==> config.mk <==
export PLATFORM = sky130hd
export DESIGN_NAME = irrigation_ctrl_fsm
export DESIGN_NICKNAME = d
export VERILOG_FILES = /design/src/rtl/irrigation_pkg.sv /design/src/rtl/irr_sensor_sync.sv /design/src/rtl/irrigation_ctrl_fsm.sv
export SDC_FILE = /design/constraint.sdc
export NUM_CORES = 1
export LEC_CHECK = 0
export CAP_MARGIN = 10
export CORE_MARGIN = 1.5
export CORE_UTILIZATION = 30
export DETAILED_ROUTE_END_ITERATION = 10
export GPL_ROUTABILITY_DRIVEN = 1
export PLACE_DENSITY_LB_ADDON = 0.3
export SLEW_MARGIN = 10
export SYNTH_ARGS = -nofsm -noshare
export SYNTH_HDL_FRONTEND = slang
export SYNTH_SLANG_ARGS = --single-unit
==> constraint.sdc <==
create_clock -name clk -period 3.15 [get_ports clk]
set_input_delay 0.63 -clock clk [delete_from_list [all_inputs] [get_ports clk]]
set_output_delay 0.63 -clock clk [all_outputs]
set_load 0.01 [all_outputs]
==> src/rtl/irrigation_pkg.sv <==
// Shared definitions for the irrigation controller: state codes, valve-mode codes
// and the tank-level plausibility check.
package irrigation_pkg;

  typedef enum logic [1:0] {
    IDLE     = 2'b00,
    FILL     = 2'b01,
    IRRIGATE = 2'b10,
    ERROR    = 2'b11
  } state_e;

  localparam logic DRIP      = 1'b0;
  localparam logic SPRINKLER = 1'b1;

  // Sensor vector layout, MSB first: {H, M, L, US, UA}
  localparam int SENS_W = 5;

  // A higher level switch may never be wet while a lower one is dry.
  function automatic logic level_fault(input logic h, input logic m, input logic l);
    return (h & ~m) | (m & ~l) | (h & ~l);
  endfunction

  function automatic int max_int(input int a, input int b);
    return (a > b) ? a : b;
  endfunction

endpackage

==> src/rtl/irr_sensor_sync.sv <==
// Two-flop synchronizer for the sensor vector; with SENSOR_DEBOUNCE_EN defined the
// synchronized vector must also hold steady for DEB_CYCLES cycles before it is passed on.
module irr_sensor_sync
  import irrigation_pkg::*;
#(
  parameter int WIDTH      = SENS_W,
  parameter int DEB_CYCLES = 4
) (
  input  logic             clk,
  input  logic             reset_n,
  input  logic [WIDTH-1:0] din,
  output logic [WIDTH-1:0] dout
);

  logic [WIDTH-1:0] meta_q;
  logic [WIDTH-1:0] sync_q;

  // Metastability chain on the raw sensor pins
  always_ff @(posedge clk or negedge reset_n) begin
    if (!reset_n) begin
      meta_q <= '0;
      sync_q <= '0;
    end else begin
      meta_q <= din;
      sync_q <= meta_q;
    end
  end

`ifdef SENSOR_DEBOUNCE_EN
  localparam int DCW = $clog2(DEB_CYCLES + 1);
  localparam logic [DCW-1:0] DEB_LAST = DCW'(DEB_CYCLES - 1);

  logic [WIDTH-1:0] prev_q, prev_d;
  logic [WIDTH-1:0] stable_q, stable_d;
  logic [DCW-1:0]   cnt_q, cnt_d;

  // Any change restarts the stability count; a full count accepts the vector
  always_comb begin
    prev_d   = sync_q;
    cnt_d    = cnt_q;
    stable_d = stable_q;
    if (sync_q != prev_q) begin
      cnt_d = '0;
    end else if (cnt_q < DEB_LAST) begin
      cnt_d = cnt_q + DCW'(1);
    end else begin
      stable_d = sync_q;
    end
  end

  // Debounce state registers
  always_ff @(posedge clk or negedge reset_n) begin
    if (!reset_n) begin
      prev_q   <= '0;
      stable_q <= '0;
      cnt_q    <= '0;
    end else begin
      prev_q   <= prev_d;
      stable_q <= stable_d;
      cnt_q    <= cnt_d;
    end
  end

  assign dout = stable_q;
`else
  assign dout = sync_q;
`endif

endmodule

==> src/rtl/irrigation_ctrl_fsm.sv <==
// Irrigation controller: fill / irrigate / fault FSM with burst timer and rest period.
// Optional macro SENSOR_DEBOUNCE_EN adds a sensor debounce stage in irr_sensor_sync.
module irrigation_ctrl_fsm
  import irrigation_pkg::*;
#(
  parameter int TIMER_CYCLES = 16,
  parameter int REST_CYCLES  = 8,
  parameter int DEB_CYCLES   = 4
) (
  input  logic       clk,
  input  logic       reset_n,
  input  logic       H,
  input  logic       M,
  input  logic       L,
  input  logic       US,
  input  logic       UA,
  output logic [1:0] STATE,
  output logic       VE,
  output logic       VA,
  output logic       VG,
  output logic       ALARM,
  output logic       T
);

  localparam int CW = $clog2(max_int(TIMER_CYCLES, REST_CYCLES) + 1);
  localparam logic [CW-1:0] TIMER_LOAD = CW'(TIMER_CYCLES - 1);
  localparam logic [CW-1:0] REST_LOAD  = CW'(REST_CYCLES);
  localparam logic [CW-1:0] CNT_ZERO   = CW'(0);
  localparam logic [CW-1:0] CNT_ONE    = CW'(1);

  logic [SENS_W-1:0] sens_raw_s;
  logic [SENS_W-1:0] sens_s;
  logic h_s, m_s, l_s, us_s, ua_s;

  assign sens_raw_s = {H, M, L, US, UA};

  irr_sensor_sync #(
    .WIDTH      (SENS_W),
    .DEB_CYCLES (DEB_CYCLES)
  ) u_sensor_sync (
    .clk     (clk),
    .reset_n (reset_n),
    .din     (sens_raw_s),
    .dout    (sens_s)
  );

  assign {h_s, m_s, l_s, us_s, ua_s} = sens_s;

  state_e        state_q, state_d;
  logic [CW-1:0] timer_q, timer_d;
  logic [CW-1:0] rest_q, rest_d, rest_dec_s;
  logic          mode_q, mode_d;
  logic          ve_q, ve_d, va_q, va_d, vg_q, vg_d;
  logic          alarm_q, alarm_d, t_q, t_d;

  // Next-state, counters and output decode from the next state
  always_comb begin
    state_d = state_q;
    timer_d = timer_q;
    mode_d  = mode_q;
    t_d     = 1'b0;
    if (rest_q == CNT_ZERO) begin
      rest_dec_s = CNT_ZERO;
    end else begin
      rest_dec_s = rest_q - CNT_ONE;
    end
    // The rest period only elapses while idle; restart is allowed on the
    // cycle it runs out, so IDLE lasts exactly REST_CYCLES cycles.
    if (state_q == IDLE) begin
      rest_d = rest_dec_s;
    end else begin
      rest_d = rest_q;
    end

    if (level_fault(h_s, m_s, l_s)) begin
      state_d = ERROR;
    end else begin
      case (state_q)
        IDLE: begin
          if (!l_s) begin
            state_d = FILL;
          end else if (!us_s && (rest_dec_s == CNT_ZERO)) begin
            state_d = IRRIGATE;
            timer_d = TIMER_LOAD;
            mode_d  = ua_s;
          end else begin
            state_d = IDLE;
          end
        end
        FILL: begin
          if (h_s) begin
            state_d = IDLE;
          end else begin
            state_d = FILL;
          end
        end
        IRRIGATE: begin
          if (!l_s) begin
            state_d = FILL;
          end else if (us_s) begin
            state_d = IDLE;
          end else if (timer_q == CNT_ZERO) begin
            state_d = IDLE;
            t_d     = 1'b1;
            rest_d  = REST_LOAD;
          end else begin
            timer_d = timer_q - CNT_ONE;
          end
        end
        ERROR: begin
          state_d = IDLE;
          rest_d  = CNT_ZERO;
        end
        default: begin
          state_d = IDLE;
        end
      endcase
    end

    ve_d    = (state_d == FILL);
    va_d    = (state_d == IRRIGATE) && (mode_d == SPRINKLER);
    vg_d    = (state_d == IRRIGATE) && (mode_d == DRIP);
    alarm_d = (state_d == ERROR);
  end

  // State, counters and registered actuator outputs
  always_ff @(posedge clk or negedge reset_n) begin
    if (!reset_n) begin
      state_q <= IDLE;
      timer_q <= CNT_ZERO;
      rest_q  <= CNT_ZERO;
      mode_q  <= DRIP;
      ve_q    <= 1'b0;
      va_q    <= 1'b0;
      vg_q    <= 1'b0;
      alarm_q <= 1'b0;
      t_q     <= 1'b0;
    end else begin
      state_q <= state_d;
      timer_q <= timer_d;
      rest_q  <= rest_d;
      mode_q  <= mode_d;
      ve_q    <= ve_d;
      va_q    <= va_d;
      vg_q    <= vg_d;
      alarm_q <= alarm_d;
      t_q     <= t_d;
    end
  end

  assign STATE = state_q;
  assign VE    = ve_q;
  assign VA    = va_q;
  assign VG    = vg_q;
  assign ALARM = alarm_q;
  assign T     = t_q;

endmodule
# == Yosys cells after proc, flatten, opt, wreduce, memory -nomap -nowiden ==
# Cells that the tools add are included.
# word_totals
reg_bits,28
latchBits,0
ram_bits,0
mem_bits_ro,0
in_bits,7
out_inout_bits,7
wordCells,73
n_memories,0
# classes
n_addsub,2
mul,0
div,0
order_cmp,0
eq_ne,11
shifts,0
muxes,30
bitwise_logic,9
n_reduce_logical,10
# ops
operator,count
two-way mux 5 bit,11
one-hot mux 5 bit (2 select lines),2
logical NOT 5 bit,3
two-way mux 2 bit,6
two-way mux 1 bit,10
subtractor 5 x 1 -> 5 bit (second input constant),2
equality test 2 bit (second input constant),4
one-hot mux 2 bit (4 select lines),1
AND reduction 7 bit,1
!= test 2 x 1 -> 1 bit (second input constant),3
equality test 2 x 1 -> 1 bit (second input constant),2
!= test 2 bit (second input constant),2
NOT 1 bit,4
bitwise AND 1 bit,3
logical AND 1 bit,3
logical NOT 2 bit,1
bitwise OR 1 bit,2
nonzero test 2 bit,1
logical NOT 1 bit,1

# == Logic depth before layout (Yosys ltp) ==
# logic_depth
word_depth,10
depth_mapped,7
depth_no_buf,7

# == By module ==
# From an unflattened synthesis, not the netlist that was laid out.
# unflattened
hier_cells,112
hier_area_um2,1216.2
# by_module_without_submodules
module,n_inst,cells_each,area_per_inst_um2,seq_area_each_um2
irrigation_ctrl_fsm,1,102,965.9,450.4
irr_sensor_sync,1,10,250.2,250.2

# == Least setup slack after synthesis ==
# OpenSTA, ideal clock, no wires.
# synth_path
path_kind,reg2reg
from,register rest_q[0]
to,register mode_q
setup_time_ps,125
t_arrival_ps,1783
required_time_ps,3025
path_slack_ps,1242
path_stages_with_launch,8
n_path_buf,0
period_less_slack_ps,1908
path_cell_list,dfrtp_1 inv_1 ha_1 or3b_2 o21ai_0 o2111ai_2 nand2b_4 mux2_4
# synth_via
elab_chain_len,8
elab_cells_between_ends,9
cone_classes,add/sub: 1; mux: 5; reduce/logical: 3
# synth_lines
element,line,source
from (decl),irrigation_ctrl_fsm.sv:51,"logic [CW-1:0] rest_q, rest_d, rest_dec_s;"
from (signal assigned),irrigation_ctrl_fsm.sv:141,rest_q <= rest_d;
subtractor 5 x 1 -> 5 bit / logical NOT 5 bit (equally long branches),"irrigation_ctrl_fsm.sv:65, irrigation_ctrl_fsm.sv:62",
two-way mux 5 bit *,irrigation_ctrl_fsm.sv:62,if (rest_q == CNT_ZERO) begin
logical NOT 5 bit *,irrigation_ctrl_fsm.sv:82,end else if (!us_s && (rest_dec_s == CNT_ZERO)) begin
logical AND 1 bit *,irrigation_ctrl_fsm.sv:82,
two-way mux 1 bit *,irrigation_ctrl_fsm.sv:82,
two-way mux 1 bit *,irrigation_ctrl_fsm.sv:80,if (!l_s) begin
two-way mux 1 bit *,irrigation_ctrl_fsm.sv:78,case (state_q)
two-way mux 1 bit *,irrigation_ctrl_fsm.sv:75,"if (level_fault(h_s, m_s, l_s)) begin"
net mode_d,irrigation_ctrl_fsm.sv:52,"logic mode_q, mode_d;"
to (signal assigned),irrigation_ctrl_fsm.sv:142,mode_q <= mode_d;
to (decl),irrigation_ctrl_fsm.sv:52,
# The timed path passes the listed nets; every way through them passes the cells marked *.
# A chain may end at the register's enable or synchronous reset.

# == Worst setup path after layout ==
# Ends and elaborated chain as after synthesis.

==> flow_summary_export.csv <==
group,metric,value,unit
status,outcome,"finished clean",
global_route,grt_max_degree,29,
setup_path,r2r_cells,7,
setup_path,required,3.31,ns
power_and_ir_drop,pwr-share-clk,0.217,
floorplanning,ios,14,
job,maxCapViolCount,0,
global_route,grt_pass1_vias,865,
timing,hold_viol,0,
synthesis,synthArstFlopShare,1.00,
synthesis,syn_nets,116,
global_route,antenna_found_initial,0,
layout,drive_gt1_frac,0.106,
setup_path,rr_startpoint,"rest_q[0]",
layout,fin_cells,173,
synthesis,yosys.area.top_type,"dfrtp_1",
synthesis,yosys_warnings,0,
clock_tree,clockBufferDepth,2,
floorplanning,coreArea,3970,um^2
setup_path,start_kind,"flip-flop",
setup_path,endpoint,"mode_q",
placed_design,placed_cells,169,
power_and_ir_drop,internal-power,0.668,mW
power_and_ir_drop,leakagePower,0.633,nW
floorplanning,die_y,67.1,um
setup_path,reg2reg_slack,1.11,ns
routing,via_per_inst,4.91,
clock_tree,post_cts_buffers,0,
global_route,grt_pass1_wl,3810,um
placed_design,dp_hpwl,1600,um
timing,rsz0062_at_grt,"no",
floorplanning,placementRows,23,
power_and_ir_drop,irDropWorstVdd,0.000271,V
routing,wirelength,2080,um
timing,period_needed,2.04,ns
timing,max_freq,489,MHz
timing,worstMarginPinSlew,0.428,ns
global_route,grt_overflow,0,
timing,setup_violations,0,
placed_design,port_buffers,13,
setup_path,r2r-end,"mode_q",
placed_design,gp_congestion,0.767,
clock_tree,holdBufCountCts,0,
layout,nNetsFinal,134,
power_and_ir_drop,power_density,666,nW/um^2
timing,fin_ws,1.11,ns
hold_path,holdPathStages,0,
timing,finalCritPeriodShare,0.649,
routing,ant_nets,0,
synthesis,ys_seq_elements,28,
timing,relSlewSlack,0.711,
routing,drt_iter0_markers,31,
synthesis,syn_area_per_cell,11.6,um^2
setup_path,crit_path_start,"rest_q[0]",
power_and_ir_drop,power_frac_comb,0.279,
timing,tns,0,ns
layout,fin_util,0.371,
hold_path,hp-start,"u_sensor_sync.meta_q[2]",
routing,first_pass_iters,4,
hold_path,hp-class,"flip-flop to flip-flop",
layout,syn2layout_area_growth,19.8,%
power_and_ir_drop,switchingPower,0.315,mW
setup_path,worst-setup-path-type,"flip-flop to flip-flop",
routing,vias,849,
power_and_ir_drop,p_seq_frac,0.504,
timing,drv_slew,0,
synthesis,synth-main-ff-cell,"dfrtp_1",
synthesis,yosysUniqueCellTypes,36,
layout,n_antenna_cell,0,
routing,drc,0,
clock_tree,root_buffer,"clkbuf_8",
routing,wl_per_cell,12.0,um
timing,fin_skew,0.00295,ns
placed_design,pre_cts_ws,1.11,ns
synthesis,synthTopCellsByArea,"dfrtp_1 57%, ha_1 3.0%, nor2b_1 2.5%",
clock_tree,clock-sinks,28,
setup_path,cp_max_fo,5,
synthesis,synth_top_area_frac,0.569,
setup_path,end_kind,"flip-flop",
floorplanning,dieArea,4500,um^2
clock_tree,cts_tree,"done",
clock_tree,cts_max_level,1,
synthesis,synth_most_common_cell,"dfrtp_1",
synthesis,netlist_area,1230,um^2
clock_tree,clk_pin_slew,0.09,ns
synthesis,synth_edf_count,0,
setup_path,critPathArrivalTime,2.20,ns
synthesis,netlist_instances,106,
power_and_ir_drop,p_sw_frac,0.320,
clock_tree,clock_latency,0.26,ns
clock_tree,cts_resized,0,
floorplanning,die_x,67.1,um
layout,fillers,389,
floorplanning,start_util,0.310,
global_route,groute.usage.overall,0.113,
synthesis,synth.top_cells.by_count,"28 x dfrtp_1, 8 x inv_1, 8 x nor2_1, 7 x nand2_1, 5 x nor2b_1",
synthesis,ys_seq_area_frac,0.569,
clock_tree,cts_buffers,3,
worst max-delay path, cell delays in order, from the launching register on:
cell and delay [ns]:
dfrtp_1 0.42, inv_1 0.07, ha_1 0.17, or3b_2 0.47, o21ai_0 0.12, o2111ai_2 0.18, nand2b_4 0.20, mux2_4 0.30
registers in the layout, indices dropped and copies added (netlist names), 2 cells and up:
| signal | flops |
|---|---|
| u_sensor_sync.dout | 5 |
| rest_q | 5 |
| u_sensor_sync.meta_q | 5 |
| STATE | 2 |
| timer_q | 5 |
layout make-up:
class / instances / area [um^2] / area share
flip-flops and latches: 28 / 701 / 0.475
multi-input cells: 69 / 489 / 0.332
repair buffers: 14 / 138 / 0.0933
well taps: 50 / 62.6 / 0.0424
clock buffers: 4 / 55.1 / 0.0373
inverters: 8 / 30.0 / 0.0204
cells by family after synthesis:
group	share of synthesized area
AND/OR/NAND/NOR	0.184
flip-flops	0.569
AO/OA/AOI/OAI	0.157
buffers and inverters	0.0335
adder cells (fa/ha/maj)	0.0305
XOR/XNOR	0.0142
multiplexers	0.0122
layout by cell type (no fill, tap or decap):
cell and count:
dfrtp_1 28, clkdlybuf4s50_1 13, inv_1 8, nor2_1 8
nand2_1 7, nor2b_1 5, nor3_1 4, o21ai_0 4
a21oi_1 4, clkbuf_8 4, nand2b_1 3, ha_1 3
o211ai_1 2, o21a_1 2, nand3_1 2, or3_1 2
a22o_1 2, xnor2_1 2, o221ai_2 1, or2_1 1
a2111oi_4 1, or3b_2 1, o2111ai_2 1, or4b_1 1
nor4bb_1 1, nand3b_1 1, a221oi_1 1, a31o_2 1
nand2b_4 1, mux2_4 1, or2_2 1, o22ai_1 1
nor4_1 1, nor4b_1 1, a311oi_1 1, a31oi_1 1
a2bb2oi_1 1, buf_4 1
stage by stage:
stage	hold slack, ns	power, mW	cell area [um^2]
2_1_floorplan	0.331	0.702	1230
3_3_place_gp	0.331	0.767	1420
3_5_place_dp	0.335	0.779	1420
4_1_cts	0.357	0.998	1480
5_1_grt	0.364	1.06	1480
6_report	0.355	0.983	1480
how the worst min path moves through the flow:
stage | endpoint | slack [ns]
6_report | u_sensor_sync.dout[2] | 0.35
4_1_cts | u_sensor_sync.dout[2] | 0.36
2_1_floorplan | ALARM | 0.33
3_5_place_dp | u_sensor_sync.dout[2] | 0.33
3_3_place_gp | u_sensor_sync.dout[2] | 0.33
5_1_grt | u_sensor_sync.dout[1] | 0.36
power by group through the flow:
stage / registers (mW) / clock network [mW] / logic (mW)
2_1_floorplan: 0.489 / 0 / 0.212
3_3_place_gp: 0.498 / 0 / 0.269
3_5_place_dp: 0.503 / 0 / 0.276
4_1_cts: 0.496 / 0.224 / 0.278
5_1_grt: 0.510 / 0.240 / 0.313
6_report: 0.496 / 0.213 / 0.274
routing by layer:
layer	vias up	track usage	share of wire	routed length [um]
met3	4	0.0253	0.025	52
met5	-	0	0	0
met4	0	0.0459	0.019	40
met1	416	0.145	0.47	979
met2	17	0.181	0.48	1010
li1	412	-	-	-
No activity file was read; power rests on OpenSTA's default activity.
==> RTL change 1, RTL diff (same settings) <==
Put one more register stage on the output `VE`. The value now appears one clock later. The other outputs are not delayed to match.
--- a/src/rtl/irrigation_ctrl_fsm.sv
+++ b/src/rtl/irrigation_ctrl_fsm.sv
@@ -151,3 +151,5 @@
   assign STATE = state_q;
-  assign VE    = ve_q;
+  always_ff @(posedge clk) begin
+    VE <= ve_q;
+  end
   assign VA    = va_q;
Formal check against the unedited RTL: not equivalent (a bounded check fails within 4 cycles, from zero or initial values and one cycle with reset_n low).
==> RTL change 1 against the unedited design <==
Wire length rose by 1.5%; largest cell class unchanged; non-clock buffer count unchanged; count of clock-buffer cells in the layout rose by 2; design area grew 5.8%; worst setup slack worse by 0.0074 ns; area after synthesis grew 1.6%; sequential cell count rose by 1; largest power group unchanged; total power is 20% higher.
==> RTL change 1: results (changes against the unedited design) <==
[min_path]
hold_class=flop to flop

[synthesis]
synth_common_cells=dfrtp_1, inv_1, nor2_1
synthAdderAreaFrac_pct=3.00  ; -0.049 points
synthTopCellsByArea=dfrtp_1, ha_1, nor2b_1
ys.flop_type=dfrtp_1
yosysSeqAreaShare_pct=57.6  ; +0.69 points
synth_compound_area_share_pct=15.4  ; -0.25 points
synthDistinctLibCells=37  ; +2.8%
synth.net_count=117  ; +0.86%
synth-xor-area-share_pct=1.40  ; -0.023 points
synth.area.mux_share_pct=1.20  ; -0.020 points
async_flop_share_pct=96.6  ; -3.4 points
yosys_warnings=0  ; unchanged

[finish]
nFillCells=372  ; -4.4%
final_net_count=137  ; +2.2%
antenna_cells=0  ; unchanged
final_layout_size_suffix_gt1_share_pct=13.3  ; +2.7 points

[worst_setup_path]
cpPeakStageDelay_ns=0.47  ; about the same
crit_path_max_fanout=5  ; unchanged
r2r_setup_slack_ns=1.10
cpMaxStageDelayCell=or3b_2
critical_path_arrival_ns=2.21
crit_family=simple AND/OR/NAND/NOR gates

[cts]
clk_path_buf_depth=2  ; unchanged
clock_latency_ns=0.27
htreeDepth=2  ; +1
clk_pin_slew_ns=0.06  ; -0.03 ns
post_cts_buffers=0  ; unchanged
ctsResizeCount=0  ; unchanged
cts-buffers-inserted=5  ; +2
root_buffer=clkbuf_8

[run_status]
status=finished clean

[global_route]
grt_pass1_wl_um=3540  ; -7.1%
grt_max_degree=29  ; unchanged
antenna_found_initial=0  ; unchanged
track_usage_pct=10.7  ; -0.51 points
grt_pass1_vias=823  ; -4.9%

[routing]
top_layer_used=met4
drt_pass1_iterations=4  ; unchanged
drt-initial-drc-count=13  ; -58%
wl_met3_um=88  ; +69%
m1WireLength_um=1040  ; +5.7%
met2_length_um=976  ; -3.1%
wl_per_cell_um=11.9  ; -1.4%
vias=830  ; -2.2%

[power]
vdd_ir_drop_max_mv=0.381  ; +41%
leakage_nw=0.670  ; +5.9%

[placed_design]
gp_congestion=0.853  ; +11%
io_buffers=13  ; unchanged
dp_hpwl_um=1550  ; -3.3%

[sta]
worst_slew_pin_slew_ns=0.408  ; -0.0194 ns
whs_ns=0.346  ; -0.00878 ns
finalClockSkew_ns=0.00157  ; -0.00139 ns

RTL change 1: final timing paths:
path / from / endpoint / cells after the start
setup / recovery: rest_q[0] / mode_q / 7
hold / removal: ve_q / VE / 0
setup reg to reg: rest_q[0] / mode_q / 7
hold reg to reg: ve_q / VE / 0
max in group asynchronous: reset_n / timer_q[2] / 2
min in group asynchronous: reset_n / u_sensor_sync.meta_q[2] / 2
RTL change 1: metal layers:
layer  up-vias  track usage, %
li1        418               -
met1       394            13.3
met2        16            16.7
met3         2            4.50
met4         0            3.83
met5         -               0
RTL change 1: cell families (layout without fill, tap and decap cells):
family	after synthesis	after routing
multiplexers	1	1
XOR/XNOR	2	2
AO/OA/AOI/OAI	23	23
adder cells (fa/ha/maj)	3	3
AND/OR/NAND/NOR	40	40
flip-flops	29	29
buffers and inverters	9	30
RTL change 1: area by class of cell:
type	count	area share [%]
well taps	50	4.01
multi-input cells	69	31.4
clock inverters	2	2.41
repair buffers	14	8.82
clock buffers	6	5.29
flip-flops and latches	29	46.2
inverters	8	1.92
RTL change 1: report_power, final:
part	leakage (nW)	internal [mW]	switching, mW
Sequential	0.350	0.442	0.0697
Combinational	0.262	0.131	0.145
Clock	0.0574	0.257	0.137
RTL change 1: metrics by stage:
step	power, mW	cell area [um^2]	std cells	utilization (%)	worst slack (ns)
finish	1.18	1560	178	39.0	1.10
global route	1.25	1560	178	39.0	1.00
CTS	1.20	1560	178	39.0	1.09
detailed placement	0.795	1440	170	36.0	1.09
global placement	0.778	1440	170	36.0	1.17
floorplan	0.717	1250	107	-	1.24
==> RTL change 2, RTL diff (same flow settings) <==
Without the edit above. The parameter `REST_CYCLES` goes from 8 to 4.
--- a/src/rtl/irrigation_ctrl_fsm.sv
+++ b/src/rtl/irrigation_ctrl_fsm.sv
@@ -6,3 +6,3 @@
   parameter int TIMER_CYCLES = 16,
-  parameter int REST_CYCLES  = 8,
+  parameter int REST_CYCLES  = 4,
   parameter int DEB_CYCLES   = 4
Formal check against the unedited RTL: no difference found for any inputs over 10 cycles, from zero or initial values and one cycle with reset_n low; that may be too few to reach the edited logic, so the function may still have changed.
==> RTL change 2 against the unedited design <==
Wire length is 2.3% lower; sequential cell count stayed put; hold slack worse by 0.00058 ns; worst setup slack worse by 0.39 ns; combinational power is 2% lower; utilization is 1.3 points higher; die area is 5.2% lower; total power is 1.8% lower; synthesized cell count is 1.9% lower; area after synthesis is 5.5% lower; design area is 4.0% lower.
==> RTL change 2: results (changes against the unedited design) <==
[run_status]
status=finished clean

[cts]
htreeDepth=1  ; unchanged
post_cts_buffers=0  ; unchanged
cts-buffers-inserted=3  ; unchanged
clock_latency_ns=0.27

[power]
p_sw_mw=0.290  ; -7.9%
comb_power_share_pct=27.9  ; about the same
power_frac_clock_pct=22.1  ; +0.4 points
leakage_nw=0.653  ; +3.2%
vdd_ir_drop_max_mv=0.251  ; -7.1%
comb_cell_power_mw=0.269  ; -2%

[sta]
worst_slew_pin_slew_ns=0.488  ; +0.0603 ns
finalClockSkew_ns=0.00250  ; -0.000453 ns
whs_ns=0.354  ; -0.000576 ns
fmax_mhz=410  ; -16%

[finish]
final_layout_size_suffix_gt1_share_pct=9.02  ; -1.6 points
final_net_count=133  ; -0.75%

[global_route]
antenna_found_initial=0  ; unchanged
grt_max_degree=29  ; unchanged
track_usage_pct=11.5  ; +0.24 points
grt_pass1_vias=857  ; -0.92%
grt_pass1_wl_um=3730  ; -2.2%

[placed_design]
gp_congestion=0.821  ; +7.0%
dp_slack_ns=0.731  ; -0.382 ns
dp.cells=166  ; -1.8%
postPlaceCellArea_um2=1360  ; -4.1%
dp_hpwl_um=1560  ; -2.6%

[synthesis]
synth.net_count=114  ; -1.7%
synthTopCellsByArea=dfrtp_1, nor2_1, ha_1
synthDistinctLibCells=33  ; -8.3%
yosysSeqAreaShare_pct=60.2  ; +3.3 points
synth_area_per_cell_um2=11.2  ; -3.7%
synth_common_cells=dfrtp_1, nor2_1, inv_1

[routing]
avgViaCountPerCell=4.81  ; -2.1%
m1WireLength_um=931  ; -4.9%
wl_per_cell_um=11.9  ; -0.58%
wl_met3_um=94  ; +81%
drt_pass1_iterations=4  ; unchanged
drt-initial-drc-count=37  ; +19%
met2_length_um=968  ; -3.9%
totalWireLength_um=2030  ; -2.3%

[worst_setup_path]
crit_path_start=rest_q[0]
r2r_start=rest_q[0]
r2r_setup_slack_ns=0.71  ; -0.39 ns
critical_path_arrival_ns=2.60  ; +0.40 ns
reg2reg_depth=8  ; +1
timing.rr.end=VA

[min_path]
holdPathEnd=u_sensor_sync.dout[4]
min_from=u_sensor_sync.meta_q[4]

==> RTL change 2: metal layers <==
metal / track usage [%] / up-vias
li1: - / 397
met1: 14.4 / 398
met2: 18.5 / 18
met3: 2.74 / 4
met4: 5.73 / 0
met5: 0 / -
==> RTL change 2: worst max-delay path: stages, from the launching register on <==
cell     delay, ns
dfrtp_1       0.39
inv_1         0.11
ha_1          0.22
or3b_1        0.40
o31ai_1       0.09
nand4_1       0.15
nor3_1        0.42
mux2_2        0.41
nor2b_1       0.14
==> RTL change 2: logic make-up after synthesis <==
logic type	Yosys count	synth area share, %
buffers and inverters	10	3.23
multiplexers	2	1.83
flip-flops	28	60.2
AO/OA/AOI/OAI	18	11.5
adder cells (fa/ha/maj)	3	3.23
AND/OR/NAND/NOR	43	20.0
==> RTL change 2: final cells by class <==
class | instances | area [um^2]
tap | 48 | 60.1
sequential | 28 | 701
inverter | 10 | 37.5
fill | 382 | 2270
clock buffer | 4 | 55.1
multi-input combinational | 66 | 425
timing repair buffer | 14 | 138
